===== config.mk =====
export PLATFORM = sky130hd
export DESIGN_NAME = counter_seq_ctrl
export DESIGN_NICKNAME = d
export VERILOG_FILES = /design/src/rtl/counter_ctrl_pkg.sv /design/src/rtl/btn_debounce.sv /design/src/rtl/counter_seq_ctrl.sv
export SDC_FILE = /design/constraint.sdc
export NUM_CORES = 1
export LEC_CHECK = 0
export BUFFER_PORTS_ARGS = -buffer_cell sky130_fd_sc_hd__buf_4
export CORE_MARGIN = 5
export CORE_UTILIZATION = 64
export CTS_BUF_LIST = sky130_fd_sc_hd__clkbuf_2 sky130_fd_sc_hd__clkbuf_4 sky130_fd_sc_hd__clkbuf_8
export DETAILED_ROUTE_END_ITERATION = 12
export GPL_ROUTABILITY_DRIVEN = 0
export GPL_TIMING_DRIVEN = 0
export PLACE_DENSITY = 0.82
export SLEW_MARGIN = 0
export SYNTH_ARGS = -nofsm -noshare
export SYNTH_HDL_FRONTEND = slang
export SYNTH_SLANG_ARGS = --single-unit

===== constraint.sdc =====
create_clock -name clk -period 2.6 [get_ports clk]
set_input_delay 0.52 -clock clk [delete_from_list [all_inputs] [get_ports clk]]
set_output_delay 0.52 -clock clk [all_outputs]
set_load 0.005 [all_outputs]

===== src/rtl/counter_ctrl_pkg.sv =====
// Shared mode encoding and button index constants for the LED counter sequencer.
package counter_ctrl_pkg;

    typedef enum logic [1:0] {
        MANUAL = 2'd0,
        AUTO   = 2'd1,
        HOLD   = 2'd2
    } mode_t;

    localparam int unsigned BTN_STEP = 0;
    localparam int unsigned BTN_MODE = 1;

endpackage


===== src/rtl/btn_debounce.sv =====
// Button input path: 2-flop synchronizer, stable-sample debounce and a one-cycle press pulse.
module btn_debounce #(
    parameter int unsigned DB_CYCLES = 120000
) (
    input  logic clk,
    input  logic rst,
    input  logic btn_n,
    output logic level,
    output logic press
);

    localparam int unsigned DB_W = (DB_CYCLES > 2) ? $clog2(DB_CYCLES) : 1;
    localparam logic [DB_W-1:0] DB_LAST = DB_W'(DB_CYCLES - 1);

    logic            sync_q1;
    logic            sync_q2;
    logic            level_q;
    logic            press_q;
    logic [DB_W-1:0] db_cnt_q;

    always_ff @(posedge clk) begin
        if (rst) begin
            sync_q1  <= 1'b1;
            sync_q2  <= 1'b1;
            level_q  <= 1'b1;
            press_q  <= 1'b0;
            db_cnt_q <= '0;
        end else begin
            sync_q1 <= btn_n;
            sync_q2 <= sync_q1;
            press_q <= 1'b0;
            if (sync_q2 == level_q) begin
                db_cnt_q <= '0;
            end else if (db_cnt_q == DB_LAST) begin
                level_q  <= sync_q2;
                db_cnt_q <= '0;
                // Only a released (1) -> pressed (0) flip raises the pulse.
                press_q  <= level_q;
            end else begin
                db_cnt_q <= db_cnt_q + DB_W'(1);
            end
        end
    end

    assign level = level_q;
    assign press = press_q;

endmodule


===== src/rtl/counter_seq_ctrl.sv =====
// LED counter sequencer: debounced step/mode buttons drive a manual/auto/hold counter FSM.
// Build option: define CNT_SATURATE_EN to saturate the counter instead of wrapping.
module counter_seq_ctrl
    import counter_ctrl_pkg::*;
#(
    parameter int unsigned CNT_W     = 4,
    parameter int unsigned DB_CYCLES = 120000,
    parameter int unsigned AUTO_DIV  = 1200000
) (
    input  logic             clk,
    input  logic             rst,
    input  logic [1:0]       btn_n,
    output logic [CNT_W-1:0] cnt,
    output logic [1:0]       mode,
    output logic             dir,
    output logic             tick
);

    localparam int unsigned PS_W = (AUTO_DIV > 2) ? $clog2(AUTO_DIV) : 1;
    localparam logic [PS_W-1:0] PS_LAST = PS_W'(AUTO_DIV - 1);

    logic [1:0]       press;
    logic [1:0]       unused_level;
    logic [CNT_W-1:0] cnt_q;
    mode_t            mode_q;
    logic             dir_q;
    logic             tick_q;
    logic [PS_W-1:0]  presc_q;
    logic             ps_wrap;

    btn_debounce #(
        .DB_CYCLES (DB_CYCLES)
    ) u_db_step (
        .clk   (clk),
        .rst   (rst),
        .btn_n (btn_n[BTN_STEP]),
        .level (unused_level[BTN_STEP]),
        .press (press[BTN_STEP])
    );

    btn_debounce #(
        .DB_CYCLES (DB_CYCLES)
    ) u_db_mode (
        .clk   (clk),
        .rst   (rst),
        .btn_n (btn_n[BTN_MODE]),
        .level (unused_level[BTN_MODE]),
        .press (press[BTN_MODE])
    );

    function automatic logic [CNT_W-1:0] step_cnt(input logic [CNT_W-1:0] v, input logic up);
`ifdef CNT_SATURATE_EN
        if (up) begin
            return (&v) ? v : v + CNT_W'(1);
        end
        return (v == '0) ? v : v - CNT_W'(1);
`else
        return up ? v + CNT_W'(1) : v - CNT_W'(1);
`endif
    endfunction

    assign ps_wrap = (mode_q == AUTO) && (presc_q == PS_LAST);

    always_ff @(posedge clk) begin
        if (rst) begin
            cnt_q   <= '0;
            mode_q  <= MANUAL;
            dir_q   <= 1'b1;
            tick_q  <= 1'b0;
            presc_q <= '0;
        end else begin
            tick_q <= 1'b0;
            case (mode_q)
                MANUAL: begin
                    if (press[BTN_MODE]) begin
                        mode_q  <= AUTO;
                        presc_q <= '0;
                    end else if (press[BTN_STEP]) begin
                        cnt_q <= step_cnt(cnt_q, 1'b1);
                    end
                end
                AUTO: begin
                    // The tick uses dir_q before any toggle on this same edge.
                    if (ps_wrap) begin
                        tick_q  <= 1'b1;
                        cnt_q   <= step_cnt(cnt_q, dir_q);
                        presc_q <= '0;
                    end else begin
                        presc_q <= presc_q + PS_W'(1);
                    end
                    if (press[BTN_MODE]) begin
                        mode_q  <= HOLD;
                        presc_q <= '0;
                    end else if (press[BTN_STEP]) begin
                        dir_q <= ~dir_q;
                    end
                end
                HOLD: begin
                    if (press[BTN_MODE]) begin
                        mode_q <= MANUAL;
                    end else if (press[BTN_STEP]) begin
                        cnt_q <= '0;
                    end
                end
                default: mode_q <= MANUAL;
            endcase
        end
    end

    assign cnt  = cnt_q;
    assign mode = mode_q;
    assign dir  = dir_q;
    assign tick = tick_q;

endmodule


==> results <==
- The peak ir drop on the vdd network is approximately 380 uV.
- The Yosys step of the flow raised 0 warnings.
- The path class of the tightest hold or removal check is primary input to flop.
- The finished layout holds 504 standard cells, fillers aside.
- The required time of the critical path is 2.87 ns.
- The count of maximum capacitance violations is 0.
- The depth of the CTS H-tree is 3.
- The depth of the worst register-to-register path is 6.
- The critical setup path kind is flop to flop.
- In this run the tightest slew margin relative to its limit is 0.551.
- Of the cells placed in the final design, the portion with a size suffix greater than 1 is 0.111.
- The final critical delay including setup and external delays is 2.29 ns.
- Input and output buffers added on the ports amount to 11.
- Timing would allow up to approximately 440 MHz.
- Counting flops with a built-in enable in the synthesized netlist gives 0.
- The post-synthesis sequential element count is 71.
- Of the post-synthesis cell area, the dominant cell type holds 0.398.
- The beginning of the worst hold path is btn_n[1].
- By count the netlist is led by dfxtp_1, nor2_1, nand2_1.
- The distinct cell type count after synthesis is 61.
- The total count of hold-check failures in the final report is 0.
- The number of antenna diodes in the final layout is 0.
- The proportion of synthesized chip area in sequential cells is 0.398.
- Global routing finished with a remaining overflow of 0.
- The detailed router finished its first iteration with 174 violations.
- The via count of the first global-routing pass is about 3k.
- After synthesis, the mean cell area works out to 8.82 sq um.
- The number of buffers inserted for hold repair after clock tree synthesis is 0.
- The buffer levels on the longest clock path is 2.
- The final routed wire length divided by cell count is 15.1 um.
- Walking the worst path, the cells encountered are inv_1 > ha_1 > mux2i_1 > or3_4 > or4_4 > a221oi_2.
- The total number of placement rows is 27.
- The final core utilization is 0.717.
- The number of CTS-inserted buffers is 9.
- Tracing the worst setup path back leads to its startpoint at mode[0]$_SDFFE_PP0P_.
- After detailed routing, the total wire length is 7590 um.
- The worst hold path was traced through 2 stages.
- The TritonCTS clock tree is built.
- The vias after detailed routing is between 3k and 4k.
- During I/O placement, the number of pins put on the boundary was 12.
- The startpoint identified for the worst register-to-register timing path is mode[0]$_SDFFE_PP0P_.
- The critical path launch point type is a flop.
- For the final routed database, the setup TNS stands at 0 ns.
- When the netlist entered floorplanning its net count stood at 419.
- For hold timing, the worst endpoint is u_db_mode.sync_q1$_SDFF_PP1_.
- The effective utilization at floorplan is 0.653.
- Setup violations remaining at the end of the flow were counted as 0.
- The root buffer cell is clkbuf_8.
- The total design power is 2.04 mW.
- In the global route stage, overall resource usage came out at 0.223.
- STA classifies the critical path endpoint as a flop.
- From left edge to right edge, the die measures roughly 85 um.
- For this run, design rule violations remaining after detail routing come to 0.
- The first TritonRoute pass finished after 4 iterations.
- The share of the clock period used by the worst path after layout is 0.879.
- Synthesis produced around 410 cells.
- At the later pin of the worst-skew pair, clock insertion delay measures around 0.35 ns.
- By area the synthesized netlist is led by dfxtp_1, xor2_1, nor2_1.
- Clock-pin slew was measured on the worst setup and hold paths at 0.08 ns.
- At the placement stage, the worst setup path has a slack of 0.300 ns.
- The final critical-path setup slack is between 0.3 and 0.4 ns.
- The first global-routing pass estimated 13300 um of wire.
- Setup repair after global routing left no endpoint under its margin.
- The number of clock sinks seen by CTS is about 70.
- The die extent in y is 84.7 um.
- The power per cell area is around 520 nW/um^2.
- The number of vias per cell is approximately 6.2.
- Counting flops with an async set or reset pin after synthesis yields a share of 0.
- Counting tap cells, the placed design contains a total of 488 instances.
- The total standard cell area after synthesis is ~3600 sq um.
- Summed over all cells, the static leakage comes to 1.26 nW.
- The area of the core is 5470 sq um.
- The slowest stage of the critical path belongs to the cell or4_4.
- The flip-flop cell with the highest count after synthesis is dfxtp_1.
- The run finished with clean final reports.
- The leading area contributor after synthesis is dfxtp_1.
- The clock skew is 0.0130 ns.
- The largest net degree at the start of global routing is 14.
- The critical register-to-register path endpoint is presc_q[12]$_SDFFE_PP0P_.
- Relative to the synthesized area, the layout overhead comes to 9.77%.
- In the post-synthesis netlist, the cell with the most instances is dfxtp_1.
- The net count of the finished layout is 441.
- The initial antenna violation count is 0.
- Along the worst path, the maximum fanout reaches 8.
- The post-detailed-route count of antenna-violating nets is 0.
- For the worst setup path, the data arrival time is 2.55 ns.
- The maximum single-stage delay on the critical path is around 0.52 ns.
- The detailed placer's ending HPWL is 5160 um.
- The number of pins with negative max-slew slack in the final report is 0.
- The die outline area is ~7000 sq um.
- The register-to-register setup slack is roughly 0.31 ns.
- The number of gates resized after cts is 0.
- The number of buffers inserted to repair setup after CTS is 0.
- The slew at the pin closest to its max-slew limit is 0.655 ns.
-- cells by family after synthesis --
| family | count (synthesis) | share of synthesized area |
|---|---|---|
| xor gates and xnor gates | 30 | 0.0735 |
| AOI/OAI and AO/OA | 85 | 0.172 |
| adders and majority gates | 10 | 0.0350 |
| buffers and inverters | 34 | 0.0389 |
| DFF | 71 | 0.398 |
| muxes | 4 | 0.0116 |
| and+or+nand+nor | 171 | 0.272 |
-- sequential cells by signal, indices dropped and copies added, names as in the netlist --
name                cells
u_db_mode.sync_q2       1
u_db_mode.sync_q1       1
tick                    1
u_db_step.sync_q1       1
u_db_step.level         1
u_db_mode.press         1
u_db_step.press         1
mode                    2
u_db_step.sync_q2       1
u_db_mode.db_cnt_q     17
dir                     1
u_db_step.db_cnt_q     17
presc_q                21
cnt                     4
u_db_mode.level         1
-- critical path: cells and delay by family (launching register included) --
| family | cells | cell delay, ns |
|---|---|---|
| adder cells (fa/ha/maj) | 1 | 0.25 |
| flip-flops | 1 | 0.40 |
| AO/OA/AOI/OAI | 1 | 0.22 |
| AND/OR/NAND/NOR | 2 | 0.96 |
| multiplexers | 1 | 0.27 |
| buffers and inverters | 1 | 0.10 |
-- cell usage in the layout (no fill, tap or decap), types with 12 or more instances in the layout --
master	count
a21oi_1	17
a221oi_1	12
buf_4	12
dfxtp_1	71
inv_1	13
nand2_1	24
nand3_1	17
nand4_1	22
nor2_1	37
o31ai_1	12
xor2_1	19
-- report_power, final --
group          switching [mW]  leakage [nW]  internal [mW]
clock network           0.435        0.0823          0.360
logic                  0.0854         0.602         0.0512
registers              0.0118         0.573           1.10
-- per-stage QoR --
step | cell area, sq um | hold WS, ns
after floorplan | 3570 | 0.389
after global placement | 3750 | 0.392
after detailed placement | 3750 | 0.395
after CTS | 3920 | 0.344
after global routing | 3920 | 0.338
final | 3920 | 0.354
-- routing by layer --
metal,vias to the layer above,track usage,part of all wire
met1,1489,0.267,0.45
met3,16,0.0599,0.050
met2,77,0.379,0.49
li1,1565,-,-
met5,-,0,0
met4,0,0.0878,0.015
-- worst max-delay path by stage --
stage,cells after the start,slack [ns],end
after floorplan,6,0.48,presc_q[12]$_SDFFE_PP0P_
after global placement,6,0.36,presc_q[12]$_SDFFE_PP0P_
after detailed placement,6,0.30,presc_q[12]$_SDFFE_PP0P_
after CTS,6,0.30,presc_q[12]$_SDFFE_PP0P_
after global routing,7,0.15,u_db_step.db_cnt_q[8]$_SDFF_PP0_
final,6,0.31,presc_q[12]$_SDFFE_PP0P_
-- final cells by class --
cell class | instances | area [sq um]
Clock buffer | 10 | 131
Clock inverter | 6 | 45.0
Buffer | 19 | 82.6
Multi-Input combinational cell | 300 | 2010
Inverter | 15 | 56.3
Tap cell | 72 | 90.1
Timing Repair Buffer | 11 | 82.6
Fill cell | 423 | 1550
Sequential cell | 71 | 1420
Power figures use the tool's default switching activity.
